==> src/rtl/avalon_sink_pkg.sv <==
// Shared types and constants for the Avalon-ST packet sink.
// Framing states, backpressure modes and LFSR parameters.
package avalon_sink_pkg;

  typedef enum logic {
    IDLE = 1'b0,
    BUSY = 1'b1
  } state_t;

  typedef enum logic [1:0] {
    BP_ALWAYS   = 2'd0,
    BP_PERIODIC = 2'd1,
    BP_LFSR     = 2'd2,
    BP_NEVER    = 2'd3
  } bp_mode_t;

  localparam logic [15:0] LFSR_SEED = 16'hACE1;
  // Taps 16,14,13,11 of a right-shifting register sit at bits 0,2,3,5.
  localparam logic [15:0] LFSR_TAPS = 16'h002D;

endpackage

==> src/rtl/avalon_bp_gen.sv <==
// Free-running ready generator for the packet sink.
// Periodic counter and 16-bit Fibonacci LFSR, decoded by mode.
module avalon_bp_gen
  import avalon_sink_pkg::*;
#(
  parameter int BP_PERIOD = 5
) (
  input  logic       clk,
  input  logic       rst,
  input  logic [1:0] bp_mode,
  output logic       ready
);

  localparam int CW = (BP_PERIOD > 2) ? $clog2(BP_PERIOD) : 1;
  localparam logic [CW-1:0] LAST = CW'(BP_PERIOD - 1);

  logic [CW-1:0] cnt;
  logic [15:0]   lfsr;

  always_ff @(posedge clk) begin
    if (rst) begin
      cnt  <= '0;
      lfsr <= LFSR_SEED;
    end else begin
      cnt  <= (cnt == LAST) ? '0 : cnt + CW'(1);
      lfsr <= {^(lfsr & LFSR_TAPS), lfsr[15:1]};
    end
  end

  always_comb begin
    ready = 1'b1;
    unique case (bp_mode_t'(bp_mode))
      BP_ALWAYS:   ready = 1'b1;
      BP_PERIODIC: ready = (cnt != LAST);
      BP_LFSR:     ready = |lfsr[1:0];
      BP_NEVER:    ready = 1'b0;
      default:     ready = 1'b1;
    endcase
  end

endmodule

==> src/rtl/avalon_st_packet_sink.sv <==
// Avalon-ST packet sink: framing FSM, capture bank and error flags.
// Ready backpressure comes from avalon_bp_gen.
module avalon_st_packet_sink
  import avalon_sink_pkg::*;
#(
  parameter int WIDTH       = 64,
  parameter int EMPTY_WIDTH = $clog2(WIDTH/8),
  parameter int DEPTH       = 4,
  parameter int BP_PERIOD   = 5
) (
  input  logic                         clk,
  input  logic                         rst,
  input  logic [WIDTH-1:0]             data,
  input  logic                         valid,
  output logic                         ready,
  input  logic                         sop,
  input  logic                         eop,
  input  logic [EMPTY_WIDTH-1:0]       empty,
  input  logic [1:0]                   bp_mode,
  input  logic                         clr,
  output logic [DEPTH-1:0][WIDTH-1:0]  reg_out,
  output logic                         pkt_valid,
  output logic                         pkt_done,
  output logic [15:0]                  beat_count,
  output logic [31:0]                  byte_count,
  output logic [15:0]                  pkt_count,
  output logic                         err_sop,
  output logic                         err_orphan,
  output logic                         overflow
);

  state_t      state, state_d;
  logic        accept;
  logic        start, append, orphan, finish;
  logic [15:0] beats_d;

  avalon_bp_gen #(.BP_PERIOD(BP_PERIOD)) u_bp (
    .clk     (clk),
    .rst     (rst),
    .bp_mode (bp_mode),
    .ready   (ready)
  );

  assign accept = valid && ready;

  always_ff @(posedge clk) begin
    if (rst) state <= IDLE;
    else     state <= state_d;
  end

  always_comb begin
    state_d = state;
    start   = accept && sop;
    append  = accept && !sop && (state == BUSY);
    orphan  = accept && !sop && (state == IDLE);
    finish  = (start || append) && eop;
    beats_d = (beat_count == 16'hFFFF) ? beat_count
                                       : beat_count + 16'd1;
    if (start) beats_d = 16'd1;
    if (start)  state_d = BUSY;
    if (finish) state_d = IDLE;
  end

  always_ff @(posedge clk) begin
    if (rst) begin
      reg_out    <= '0;
      pkt_valid  <= 1'b0;
      pkt_done   <= 1'b0;
      beat_count <= '0;
      byte_count <= '0;
      pkt_count  <= '0;
      err_sop    <= 1'b0;
      err_orphan <= 1'b0;
      overflow   <= 1'b0;
    end else begin
      pkt_done <= finish;
      if (clr) begin
        err_sop    <= 1'b0;
        err_orphan <= 1'b0;
        overflow   <= 1'b0;
        pkt_count  <= '0;
      end
      if (start) begin
        reg_out    <= '0;
        reg_out[0] <= data;
        pkt_valid  <= 1'b0;
        if (state == BUSY) err_sop <= 1'b1;
      end
      if (append) begin
        if (beat_count < 16'(DEPTH)) begin
          for (int i = 0; i < DEPTH; i++)
            if (beat_count == 16'(i)) reg_out[i] <= data;
        end else begin
          overflow <= 1'b1;
        end
      end
      if (start || append) beat_count <= beats_d;
      if (orphan) err_orphan <= 1'b1;
      // Beat's own count update overrides a simultaneous clr.
      if (finish) begin
        byte_count <= 32'(beats_d) * 32'(WIDTH/8) - 32'(empty);
        pkt_valid  <= 1'b1;
        pkt_count  <= pkt_count + 16'd1;
      end
    end
  end

endmodule

==> config.mk <==
export PLATFORM = sky130hd
export DESIGN_NAME = avalon_st_packet_sink
export DESIGN_NICKNAME = d
export VERILOG_FILES = /design/src/rtl/avalon_sink_pkg.sv /design/src/rtl/avalon_bp_gen.sv /design/src/rtl/avalon_st_packet_sink.sv
export SDC_FILE = /design/constraint.sdc
export NUM_CORES = 1
export LEC_CHECK = 0
export CORE_ASPECT_RATIO = 1.5
export CORE_MARGIN = 3
export CORE_UTILIZATION = 36
export CTS_CLUSTER_SIZE = 25
export DETAILED_ROUTE_END_ITERATION = 12
export MAX_ROUTING_LAYER = met4
export PLACE_DENSITY = 0.7
export SLEW_MARGIN = 10
export SYNTH_ARGS = -nofsm -noshare
export SYNTH_HDL_FRONTEND = slang
export SYNTH_SLANG_ARGS = --single-unit
==> constraint.sdc <==
create_clock -name clk -period 3.4 [get_ports clk]
set_input_delay 0.85 -clock clk [delete_from_list [all_inputs] [get_ports clk]]
set_output_delay 0.85 -clock clk [all_outputs]
set_load 0.01 [all_outputs]
; ---- Word-level counts from Yosys, hierarchy flattened
; Index checks and enable logic that the tools add are counted.
[word_totals]
regBits = 345
out_inout_bits = 326
[op_classes]
add_sub_neg = 4
magnitude_cmp = 1
n_eq_ne = 9
n_mux = 22
bitwise = 1
reduce_logical = 17
[ops]
columns = op, n
row1 = 256-bit 2-to-1 mux, 3
row2 = 64-bit 2-to-1 mux, 4
row3 = 16-bit 2-to-1 mux, 4
row4 = 16-bit by 1-bit adder with 16-bit output (second input constant), 2
row5 = 16-bit by 2-bit equality test with 1-bit output (second input constant), 2
row6 = 19-bit by 3-bit subtractor with 20-bit output, 1
row7 = 16-bit by 1-bit equality test with 1-bit output (second input constant), 1
row8 = 16-bit equality test (second input constant), 1
row9 = 16-bit logical NOT, 1
row10 = 16-bit by 3-bit < comparator with 1-bit output (second input constant), 1
row11 = 16-bit XOR reduction, 1
row12 = 1-bit 2-to-1 mux, 10
row13 = 1-bit logical AND, 6
row14 = 2-bit nonzero test, 3
row15 = 2-bit OR reduction, 3
row16 = 2-bit equality test (second input constant), 2
row17 = 1-bit one-hot mux with 4 select lines, 1
row18 = 3-bit by 1-bit adder with 3-bit output (second input constant), 1
row19 = 3-bit equality test (second input constant), 1
row20 = 3-bit != test (second input constant), 1
row21 = 2-bit by 1-bit equality test with 1-bit output (second input constant), 1
row22 = 2-bit logical NOT, 1
row23 = 1-bit logical NOT, 1
row24 = 1-bit logical OR, 1
row25 = 1-bit inverter, 1

; ---- Depth between registers and ports, before layout
[depth]
depth_word = 8
depth_mapped = 11
ltp_nobuf = 9

; ---- Hierarchy
; Synthesis repeated with hierarchy kept, for this count alone.
[hier_totals]
cells_unflattened = 1641
area_unflattened_um2 = 13225.2
[modules_own_cells]
columns = module, instances, cells_each, area_per_inst_um2
row1 = avalon_st_packet_sink, 1, 1589, 12618.4
row2 = avalon_bp_gen, 1, 52, 606.8

; ---- Least setup slack after synthesis
; Ideal clock, no wire load.
[synth_path]
path_type = input -> register
from = input port bp_mode[1]
to = register byte_count[14]
setup_time_ns = 0.091
arrival_time_ns = 2.981
required_ns = 3.309
slack_ns = 0.328
cell_stages = 9
cell_sequence = a31o_2 > a21o_1 > clkbuf_1 > and2_1 > a21oi_4 > or3b_1 > buf_2 > or4b_1 > a311oi_1
[synth_via]
elab_chain_len = 7
elab_cells_between_ends = 13
[synth_lines]
columns = element, line
row1 = start: declaration, avalon_st_packet_sink.sv:19  ; input logic [1:0] bp_mode,
row2 = "2-bit equality test, or another cell as far along", avalon_bp_gen.sv:32  ; unique case (bp_mode_t'(bp_mode))
row3 = 1-bit one-hot mux with 4 select lines *, avalon_bp_gen.sv:32
row4 = 1-bit logical AND *, avalon_st_packet_sink.sv:44  ; assign accept = valid && ready;
row5 = "parallel branches: the longest is 4 deep, another holds 19-bit by 3-bit subtractor with 20-bit output", --
row6 = end signal: assignment, avalon_st_packet_sink.sv:101  ; byte_count <= 32'(beats_d) * 32'(WIDTH/8) - 32'(empty);
row7 = end: declaration, avalon_st_packet_sink.sv:25  ; output logic [31:0] byte_count,
; Mark *: on every way between the ends.
; A chain may end at the register's enable or synchronous reset.

; ---- Worst setup path in the final report
[layout_path]
from = input port bp_mode[0]
to = output port ready
[layout_via]
elab_chain_len = 2
elab_cells_between_ends = 5
[layout_lines]
columns = element, line
row1 = "2-bit equality test, or another cell as far along", avalon_bp_gen.sv:32
row2 = 1-bit one-hot mux with 4 select lines *, avalon_bp_gen.sv:32
row3 = end: declaration, avalon_st_packet_sink.sv:15  ; output logic ready,
; Every way passes the cells marked *; elsewhere a longest branch is shown, timed or not.

==> summary.txt <==
Placement
  – Detailed Place HPWL: 32.6 mm
  – Placed Instances: 2428
  – Placed instance area: 17800 um^2
  – Pre-CTS WS: -0.0628 ns
  – Routability cong.: 0.898
  – Port bufs: 400

Timing
  – Max Clk Rate: 317 MHz
  – Final setup vio count: 0
  – Final hold viol count: 0
  – Final clock skew: 0.0120 ns
  – Unrepaired setup endpoints after global routing: false
  – Slew headroom: 34.8%
  – Fin crit period: 3.16 ns
  – Slew Limit Fails: 0
  – PnR worst setup slack: 0.244 ns
  – Worst slew pin tran: 0.977 ns
  – Tcrit/Tclk final: 92.8%

Cells and area
  – Finished Layout Cells: 2492
  – Fillers: 3384
  – Layout cells sized above 1: 7.51%
  – Final nets: 2069
  – Area grow syn2layout: 44.7%
  – Post-route cell area: 19000 um^2

Yosys
  – Most used DFF post-synth: dfxtp_1
  – Async S/R FF share, synth: 0%
  – Post-synth top area share: 50.8%
  – Register area share after synthesis: 50.8%
  – Synth warnings: 0
  – Top-count cell post-synth: nand2_1
  – Register bit count reported by yosys: 333
  – Syn Inst Count: 1642
  – Syn nets: 1725
  – Synth cell count leaders: nand2_1, dfxtp_1, a21oi_1
  – Mapped Avg Cell Area: 8.00 um^2
  – Synth area leaders: dfxtp_1, a21oi_1, nand2_1
  – Cell accounting for the most synthesized area: dfxtp_1
  – Post-synth cell types: 62
  – EDFF count, synth: 0
  – Netlist Area Pre-Place: 13100 um^2

Hold path
  – Min-delay src: u_bp.lfsr[12]
  – Hold Path Sink: u_bp.lfsr[11]
  – Hold depth: 1
  – Hold/Removal Path Class: register to register

Global route
  – GRT overflow: 0
  – Pin count of the biggest net entering global routing: 97
  – GRT Util Overall: 23.4%
  – Initial antenna violation count: 2
  – First-pass GRT wire length: 70.6 mm
  – Vias in the first global route: 12348

Setup path
  – Worst Reg2Reg Path Length in Cells: 8
  – Setup crit end kind: output port
  – Kind of critical path: primary input to output port
  – CP Launch Point: bp_mode[0]
  – Critical Path RT: 2.55 ns
  – Worst r2r dst: byte_count[14]
  – Reg-to-Reg Start: beat_count[4]
  – Startpoint types: primary input
  – WP data arrival: 2.31 ns
  – Max FO, Critical Path: 3
  – Reg2reg setup slack: 0.38 ns

Die
  – Core area: 35900 um^2
  – Initial core utilization: 36.5%
  – Chip height: 240 um
  – FP Rows: 85
  – Die width: 162 um
  – Ports: 401
  – Die area: 38900 um^2

Drt
  – Antenna-violating nets left: 0
  – Wire length on met1: 17.8 mm
  – DR WL met3: 3.34 mm
  – Drt via density: 5.31
  – Final wirelength: 47.1 mm
  – DRC Markers: 0
  – Average routed wire per standard cell: 18.9 um
  – Routed wl met2: 23.8 mm
  – DR vias: 13241
  – Top Metal Used: met4
  – Initial DRC count: 944
  – DRT Pass-1 Iters: 6

Clocking
  – Resized cells post-CTS: 0
  – Total clock sinks: 333
  – Clock Latency Late Sink: 0.52 ns
  – Maximum buffer depth of the clock tree: 3
  – H-tree Lvls: 2
  – TritonCTS clock tree: yes
  – Postcts setup bufs: 0
  – Hold buffer count at CTS: 0
  – CTS Buf Count: 34
  – Clock transition at the registers of the reported paths: 0.06 ns
  – CTS Root Buffer Type: clkbuf_16

Power
  – Total power: 8670 uW
  – Max VDD drop: 0.334 mV
  – Pleak: 0.00638 uW
  – Pwr Density: 456 nW/um^2

Status
  – Outcome: finished, final reports clean

Run
  – Max Cap Viol: 0
[per-layer routing]
metal / global-route usage, % / up-vias
met2: 40.4 / 568
met3: 4.93 / 107
li1: - / 6290
met5: - / -
met4: 9.96 / 0
met1: 26.1 / 6276
[sequential cells by signal (all words and copies together) (netlist names), 3 cells and up]
| name | cells |
|---|---|
| beat_count | 16 |
| byte_count | 20 |
| pkt_count | 16 |
| reg_out | 256 |
| u_bp.cnt | 3 |
| u_bp.lfsr | 16 |
[power breakdown]
group	total, uW	switching, uW	internal [uW]
clock	4040	1580	2460
sequential	4000	34.4	3970
combinational	630	362	268
[placed cells by master (no fill, tap or decap), types with 4 or more instances in the layout]
| cell | n |
|---|---|
| clkdlybuf4s50_1 | 399 |
| nand2_1 | 357 |
| dfxtp_1 | 333 |
| a21oi_1 | 289 |
| nand3_1 | 208 |
| nor2_1 | 67 |
| buf_4 | 45 |
| clkbuf_16 | 37 |
| o21ai_0 | 16 |
| buf_12 | 15 |
| nor3_1 | 14 |
| nand4_1 | 12 |
| a311oi_1 | 12 |
| xor2_1 | 11 |
| nor2b_1 | 11 |
| inv_1 | 10 |
| xnor2_1 | 10 |
| a211oi_1 | 9 |
| nand3b_1 | 9 |
| or2_2 | 9 |
| and3_1 | 8 |
| ha_1 | 8 |
| clkbuf_8 | 8 |
| and2_1 | 6 |
| a22oi_1 | 6 |
| or3_1 | 6 |
| nand2b_1 | 6 |
| nor4_1 | 5 |
| a31oi_1 | 5 |
| clkinv_2 | 5 |
| and4_1 | 4 |
| or4_1 | 4 |
| bufinv_16 | 4 |
| clkbuf_1 | 4 |
[critical path, cell delays in order]
cell,delay [ns]
clkdlybuf4s50_1,0.43
o21bai_1,0.23
buf_4,0.17
nand2_1,0.08
clkdlybuf4s50_1,0.54
[cell families after synthesis]
logic type,after synthesis,synth area share (%)
AOI/OAI and AO/OA,367,15.5
xor gates and xnor gates,21,1.40
adders and majority gates,8,0.762
buffers and inverters,162,5.08
DFF,333,50.8
muxes,5,0.400
and+or+nand+nor,746,26.1
[area by class of cell]
class,count,area [um^2],area share (%)
antenna,3,7.51,0.0395
clock buffer,49,1050,5.53
clock inverter,12,169,0.888
inverter,10,37.5,0.197
multi-input combinational,1147,5840,30.7
sequential,333,6670,35.1
tap,478,598,3.15
timing repair buffer,460,4650,24.4
[how the worst max path moves through the flow]
stage                     endpoint  cells past startpoint  slack (ns)
floorplan           byte_count[14]                      9        0.33
global placement    byte_count[14]                      9      0.0002
detailed placement  byte_count[14]                      8       -0.06
CTS                          ready                      5        0.26
global route        byte_count[18]                      7        0.19
finish                       ready                      5        0.24
[through the flow]
step | util [%] | hold slack [ns] | setup TNS, ns
global route | 52.9 | 0.432 | 0
global placement | 49.5 | 0.395 | 0
finish | 52.9 | 0.413 | 0
floorplan | - | 0.389 | 0
CTS | 52.9 | 0.414 | 0
detailed placement | 49.5 | 0.398 | -0.121
Note: power is estimated with default switching activity, not from simulation.
